### src/rtl/filter_decimator_pkg.sv
// Shared defaults and output-register state encoding for the decimating averager.
package filter_decimator_pkg;

    localparam int unsigned NB_DATA_DEF  = 16;
    localparam int unsigned LOG2_DEC_DEF = 2;

    typedef enum logic {
        ST_EMPTY = 1'b0,
        ST_FULL  = 1'b1
    } out_state_t;

endpackage

### src/rtl/decim_out_reg.sv
// Single-entry valid/ready holding register. A result that arrives while the entry is
// full and not being consumed is dropped and flagged on a sticky overrun bit.
module decim_out_reg
    import filter_decimator_pkg::*;
#(
    parameter int unsigned NB_DATA = NB_DATA_DEF
) (
    input  logic               clock,
    input  logic               i_rst_n,
    input  logic               i_load,
    input  logic [NB_DATA-1:0] i_data,
    input  logic               i_ready,
    input  logic               i_clr_ovr,
    output logic [NB_DATA-1:0] o_data,
    output logic               o_valid,
    output logic               o_overrun
);

    out_state_t         state;
    logic [NB_DATA-1:0] data;
    logic               overrun;

    always_ff @(posedge clock or negedge i_rst_n) begin
        if (!i_rst_n) begin
            state   <= ST_EMPTY;
            data    <= '0;
            overrun <= 1'b0;
        end else begin
            if (i_clr_ovr) begin
                overrun <= 1'b0;
            end
            case (state)
                ST_EMPTY: begin
                    if (i_load) begin
                        state <= ST_FULL;
                        data  <= i_data;
                    end
                end
                ST_FULL: begin
                    if (i_load) begin
                        // Consumed and refilled on the same edge; otherwise keep the older result.
                        if (i_ready) begin
                            data <= i_data;
                        end else begin
                            overrun <= 1'b1;
                        end
                    end else if (i_ready) begin
                        state <= ST_EMPTY;
                    end
                end
                default: state <= ST_EMPTY;
            endcase
        end
    end

    assign o_data    = data;
    assign o_valid   = (state == ST_FULL);
    assign o_overrun = overrun;

endmodule

### src/rtl/filter_decimator.sv
// Averages blocks of 2**LOG2_DEC filter samples and hands each block mean to a
// stallable downstream stage through a drop-on-full holding register.
module filter_decimator
    import filter_decimator_pkg::*;
#(
    parameter int unsigned NB_DATA  = NB_DATA_DEF,
    parameter int unsigned LOG2_DEC = LOG2_DEC_DEF
) (
    input  logic                clock,
    input  logic                i_rst_n,
    input  logic [NB_DATA-1:0]  i_x,
    input  logic                i_enable,
    input  logic                i_ready,
    input  logic                i_clr_ovr,
    output logic [NB_DATA-1:0]  o_data,
    output logic                o_valid,
    output logic                o_overrun,
    output logic [LOG2_DEC-1:0] o_phase
);

    localparam int unsigned NB_ACC = NB_DATA + LOG2_DEC;

    logic [NB_ACC-1:0]   acc_q;
    logic [NB_ACC-1:0]   acc_d;
    logic [NB_ACC-1:0]   sum;
    logic [LOG2_DEC-1:0] phase_q;
    logic [LOG2_DEC-1:0] phase_d;
    logic                complete;
    logic [NB_DATA-1:0]  result;

    always_comb begin
        sum      = acc_q + {{LOG2_DEC{i_x[NB_DATA-1]}}, i_x};
        // Last sample of the block when the phase counter is at N-1 (all ones).
        complete = i_enable && (&phase_q);
        acc_d    = acc_q;
        phase_d  = phase_q;
        if (i_enable) begin
            phase_d = phase_q + LOG2_DEC'(1);
            acc_d   = complete ? '0 : sum;
        end
    end

    // Dropping the low LOG2_DEC bits of the sign-extended sum is an arithmetic shift
    // with floor rounding; the remaining NB_DATA bits always hold the mean.
    assign result = sum[NB_ACC-1:LOG2_DEC];

    always_ff @(posedge clock or negedge i_rst_n) begin
        if (!i_rst_n) begin
            acc_q   <= '0;
            phase_q <= '0;
        end else begin
            acc_q   <= acc_d;
            phase_q <= phase_d;
        end
    end

    decim_out_reg #(
        .NB_DATA (NB_DATA)
    ) u_out_reg (
        .clock     (clock),
        .i_rst_n   (i_rst_n),
        .i_load    (complete),
        .i_data    (result),
        .i_ready   (i_ready),
        .i_clr_ovr (i_clr_ovr),
        .o_data    (o_data),
        .o_valid   (o_valid),
        .o_overrun (o_overrun)
    );

    assign o_phase = phase_q;

endmodule

### config.mk
export PLATFORM = sky130hd
export DESIGN_NAME = filter_decimator
export DESIGN_NICKNAME = d
export VERILOG_FILES = /design/src/rtl/filter_decimator_pkg.sv /design/src/rtl/decim_out_reg.sv /design/src/rtl/filter_decimator.sv
export SDC_FILE = /design/constraint.sdc
export NUM_CORES = 1
export LEC_CHECK = 0
export CAP_MARGIN = 20
export CORE_UTILIZATION = 57
export CTS_CLUSTER_DIAMETER = 50
export DETAILED_ROUTE_END_ITERATION = 8
export PLACE_DENSITY_LB_ADDON = 0.1
export SKIP_CTS_REPAIR_TIMING = 1
export SYNTH_ARGS = -nofsm -noshare
export SYNTH_HDL_FRONTEND = slang
export SYNTH_SLANG_ARGS = --single-unit
### constraint.sdc
create_clock -name clock -period 3.38 [get_ports clock]
set_input_delay 0.676 -clock clock [delete_from_list [all_inputs] [get_ports clock]]
set_output_delay 0.676 -clock clock [all_outputs]
set_load 0.1 [all_outputs]
* Word-level counts from Yosys, hierarchy flattened
Index checks and enable logic that the tools add are counted.
W data, S select, Z words.
** Storage, ports and cells
- Latch bits :: 0
- Memories kept :: 0
- Memory bits (writable) :: 0
- ROM bits :: 0
- Output and inout port bits :: 20
- Logic and storage cells :: 27
- Flip-flop bits (word level) :: 38
** Operators by class
- $lt $le $gt $ge :: 0
- Bitwise operators :: 1
- Mux-type cells :: 13
- Multipliers :: 0
- Equal/unequal tests :: 3
- Shifts and indexed selects :: 0
- Reduce and logical (&&, ||, !) cells :: 3
- Div/mod/pow operators :: 0
- $add $sub $neg :: 2
** Operators by type and width (number)
- $mux W16 :: 3
- $pmux W16 S2 :: 1
- $add A18 B18 Y18 :: 1
- $mux W18 :: 1
- $mux W1 :: 7
- $ne A2 B2 Y1 const B :: 3
- $reduce_and A3 Y1 :: 1
- $add A2 B1 Y2 const B :: 1
- $pmux W1 S2 :: 1
- $reduce_and A2 Y1 :: 1
- $logic_and A1 B1 Y1 :: 1
- $not A1 Y1 :: 1

* Depth between registers and ports, before layout
- Depth in word-level cells :: 4
- Depth in mapped cells :: 8
- Gate-level depth less buffers :: 8

* Cells and area by module
From an unflattened synthesis, not the netlist that was laid out.
** Unflattened totals
- Cell total of the unflattened synthesis :: 220
- Area total of the unflattened synthesis :: 2404.8 um^2
** Modules (own cells, without submodules)
- filter_decimator :: cells each 179, seq. area each 500.5 um^2, area each 1674.1 um^2, times used 1
- decim_out_reg :: cells each 41, seq. area each 450.4 um^2, area each 730.7 um^2, times used 1

* Least setup slack after synthesis
No wires, ideal clock.
- Path type :: in2reg
- From :: in i_x[0]
- To :: reg acc_q[16]
- Library setup time :: 122 ps
- Stages on the path :: 8
- Slack :: 727 ps
- Buffers on the path :: 0
- Data arrival time :: 2531 ps
- Path through :: ha_1 > fa_1 > a21o_1 > a221oi_2 > nor4_1 > o311ai_2 > mux2i_1 > nand2_1
** Between the ends
- Longest elaborated chain between the ends :: 2
** Ends and longest elaborated chain
- start: declaration :: line filter_decimator.sv:11 : input logic [NB_DATA-1:0] i_x,
- $add A18 B18 Y18 :: line filter_decimator.sv:32 : sum = acc_q + {{LOG2_DEC{i_x[NB_DATA-1]}}, i_x};
- $mux W18 :: line filter_decimator.sv:39 : acc_d = complete ? '0 : sum;
- end signal: assignment :: line filter_decimator.sv:49 : acc_q <= '0;
- end signal: assignment :: line filter_decimator.sv:52 : acc_q <= acc_d;
- end: declaration :: line filter_decimator.sv:23 : logic [NB_ACC-1:0] acc_q;
Every way passes these cells.
A chain may end at the register's enable or synchronous reset.

* Worst setup path after layout
- From :: in i_x[0]
- To :: reg u_out_reg.data[6] (netlist: u_out_reg.o_data[6])
** Between the ends
- Longest elaborated chain between the ends :: 4
- Elaborated cells on any way between the ends :: 5
** Ends and longest elaborated chain
- $add A18 B18 Y18 * :: line filter_decimator.sv:32
- $mux W16 :: line decim_out_reg.sv:42 : if (i_ready) begin
- $mux W16 :: line decim_out_reg.sv:40 : if (i_load) begin
- $pmux W16 S2 * :: line decim_out_reg.sv:32 : case (state)
- end signal: assignment :: line decim_out_reg.sv:36 : data <= i_data;
- end signal: assignment :: line decim_out_reg.sv:43 : data <= i_data;
- end: declaration :: line decim_out_reg.sv:20 : logic [NB_DATA-1:0] data;
Every way passes the cells marked *; elsewhere a longest branch is shown, timed or not. The select of a mux whose other input is x is not followed.

==> results.txt <==
The detailed-placement wirelength estimate is 4150 um. The headroom to the max-slew limit is a little over a third. The mean cell area of the mapped netlist is 9.72 um^2. The worst setup path is captured at a flop. Walking the worst path, the cells encountered are clkdlybuf4s50_1 > ha_1 > fa_1 > a21o_1 > a221oi_2 > buf_4 > o21bai_1 > a21oi_1 > xnor2_1 > mux2_2. The wire length of the first global-routing pass is 9110 um. Setup repair after global routing left no endpoint under its margin. The count of final max-slew check failures is 0. The count of standard-cell rows came out at 23. The largest individual stage delay along the critical path comes from the cell clkdlybuf4s50_1. The count of nets left with antenna violations once routing finished came out at 0. The worst-case clock skew is between 3 and 4 ps. Counting I/O delays and the setup requirement, the final critical path takes 2850 ps. For this run, asynchronously set or reset flops after synthesis account for 100%. In this run the deepest clock path goes through 2 buffers. The count of flip-flops with a built-in enable after synthesis is 0.

The root buffer cell chosen for the clock tree is clkbuf_8. Compared with the post-synthesis result, the final layout area differs by 23.3%. The highest clock rate is 351 MHz. Routability-driven placement finished with a final weighted congestion of 0.914. The sequential element share of the synthesized area came out at between 40% and 50%. The number of buffers added on ports came out at 40. The number of antenna diodes came out at 0. During synthesis, Yosys emitted a total of 0 warnings. The critical-path maximum fanout is 4. The number of antenna violations at the first check in global routing is 0.

The final clock period utilization by the worst path is a little over four fifths. The worst setup path is launched from a primary input. The total via count in the routed design is between 1500 and 2000. The slew at the pin with the worst max-slew slack is 968 ps. The maximum number of pins on one net before global-route repair is 39. Max-cap violations in this run came to 0. The data arrival time of the critical path came out at 3030 ps. The net total in the final layout came out at 325.

The worst register-to-register path begins at acc_q[0]$_DFFE_PN0P_. The die footprint came out at 4400 um^2. The total overflow left after global routing is 0. The floorplan core area came out at approximately 4000 um^2. The I/O pin count came out at 41. The H-tree was split into 2 levels.

The layout has 311 filler cells. The class of the most critical setup path is primary input to flop. After synthesis the cells add up to 2360 um^2. The origin of the worst setup path is i_x[0].

The later pin in the worst-skew pair is clocked with a latency of 290 ps. The required time at the endpoint of the critical path came out at 3560 ps. The synthesized design spends more area on one cell type than any other, namely dfrtp_1. The dominant delay contributor by cell family on the critical path is compound AO/OA/AOI/OAI gates. Counting both buffers and inverters, the worst setup path holds a total of 2. In this run the cell area measured after placement is 2770 um^2. The number of CTS-inserted buffers is 5. Cells fill between 70% and 80% of the core in the end. The final setup violation count is 0. By instance count, the leading cell after synthesis is dfrtp_1. In this run the most critical hold path is launched from u_out_reg.o_data[5]$_DFFE_PN0P_. The first-pass iteration count of the detailed router is 4. From left edge to right edge, the die measures 66.4 um.

In this run the vertical extent of the chip is ~66 um. The finished cells cover 2910 um^2. The worst reg-to-reg path cell count is 9. TritonCTS built the clock tree. The class of the tightest hold or removal check is flop to flop. The dominant synthesized flop cell is dfrtp_1.

The total wire length after detailed routing came out at 5470 um. The worst hold path passes through 2 cells. The via count of the first global-routing pass is 1903. In the final routed layout, each cell accounts on average for between 15 and 20 um. In this run the number of cells on the critical path is 10. The clock transition time at the flip-flop clock pins of the worst setup and hold paths is 70 ps.

The largest stage delay on the critical path came out at 400 ps. Across every metal layer, demand over resource in global routing totals 28.1%. In this run, synthesis produced a sequential element count of 38. The post-synthesis net count came out at 283. The number of unique standard cell types used by synthesis is 54. The share of synthesized area in the top cell type comes to 40.3%. By area the synthesized netlist is led by dfrtp_1 40%, ha_1 9.5%, nand2_1 4.5%. The final count of hold timing violations is 0. The number of DRC violations after detailed-routing iteration 0 came out at 141. In the synthesized netlist, the cells that appear most often are 38 x dfrtp_1, 28 x nand2_1, 18 x ha_1. The post-synthesis instance total is 243.

Counting every sink on the clock net gives 38. The fraction of layout cells with a size suffix above 1 is 13.6%. After detailed routing, the number of remaining DRC violations is 0. The sum of negative setup slack came out at 0 ps. The starting density of the core came out at 59.0%.

The run finished with clean final reports. The detail-routed via count per cell came out at 5.94.
-- cell usage in the layout (no fill, tap or decap), types with 3 or more instances in the layout --
cell and count:
nor2b_1 7, clkbuf_8 6, xnor2_1 6, buf_4 18, dfrtp_1 38, nor2_1 8, a21o_1 7, a31oi_1 3
a21oi_1 17, o31ai_1 5, o2bb2ai_1 10, clkdlybuf4s50_1 25, nand4_1 4, xor2_1 7, inv_1 8, o21ai_0 13
nand2_1 28, or3_1 4, ha_1 18, nand2b_1 3, nor3_1 5, nand3_1 3
-- flip-flops by register name (all words and copies together), names as in the netlist --
| signal | count |
|---|---|
| o_phase | 2 |
| u_out_reg.o_valid | 1 |
| acc_q | 18 |
| u_out_reg.o_data | 16 |
| u_out_reg.o_overrun | 1 |
-- metal layers --
metal / up-vias / wire (um) / global-route usage (%) / share of wire, %
met4: 0 / 47 / 9.84 / 0.86
met3: 4 / 213 / 4.31 / 3.9
met2: 47 / 2550 / 44.4 / 47
met1: 961 / 2660 / 38.9 / 49
li1: 985 / - / - / -
met5: - / 0 / 0 / 0
-- layout make-up --
type	count	area, um^2	share of cell area, %
inverter	8	30.0	1.03
multi-input combinational	188	1330	45.8
clock inverter	2	60.1	2.06
timing repair buffer	44	390	13.4
tap	50	62.6	2.15
clock buffer	6	82.6	2.84
sequential	38	951	32.7
-- cells by family after synthesis --
family	share of synthesized area, %
compound gates	24.3
simple gates	15.6
flops	40.3
fa+ha+maj	10.4
buf+inv	3.23
xor+xnor	4.82
mux	1.38
-- worst register-to-register path: stages (launching register included) --
cell,delay [ps]
dfrtp_1,380
ha_1,220
fa_1,400
a21o_1,230
a221oi_2,280
buf_4,190
o21bai_1,60
a21oi_1,170
xnor2_1,100
mux2_2,280
-- per-stage QoR --
| stage | setup slack [ps] | hold WS (ps) | instances |
|---|---|---|---|
| floorplan | 727 | 380 | 243 |
| finish | 530 | 483 | 336 |
| global placement | 293 | 461 | 328 |
| detailed placement | 237 | 472 | 328 |
| global route | 380 | 517 | 336 |
| CTS | 528 | 489 | 336 |
-- path summary, 6_finish.rpt --
path	endpoint	slack (ps)
max	u_out_reg.o_data[6]$_DFFE_PN0P_	530
min	u_out_reg.o_data[5]$_DFFE_PN0P_	480
max reg2reg	u_out_reg.o_data[6]$_DFFE_PN0P_	950
min reg2reg	u_out_reg.o_data[5]$_DFFE_PN0P_	480
max in group asynchronous	u_out_reg.o_data[13]$_DFFE_PN0P_	2360
min in group asynchronous	u_out_reg.o_data[1]$_DFFE_PN0P_	490
Power is not shown: default switching activity piles up to over one toggle a cycle in this logic, so the estimate is an artifact.
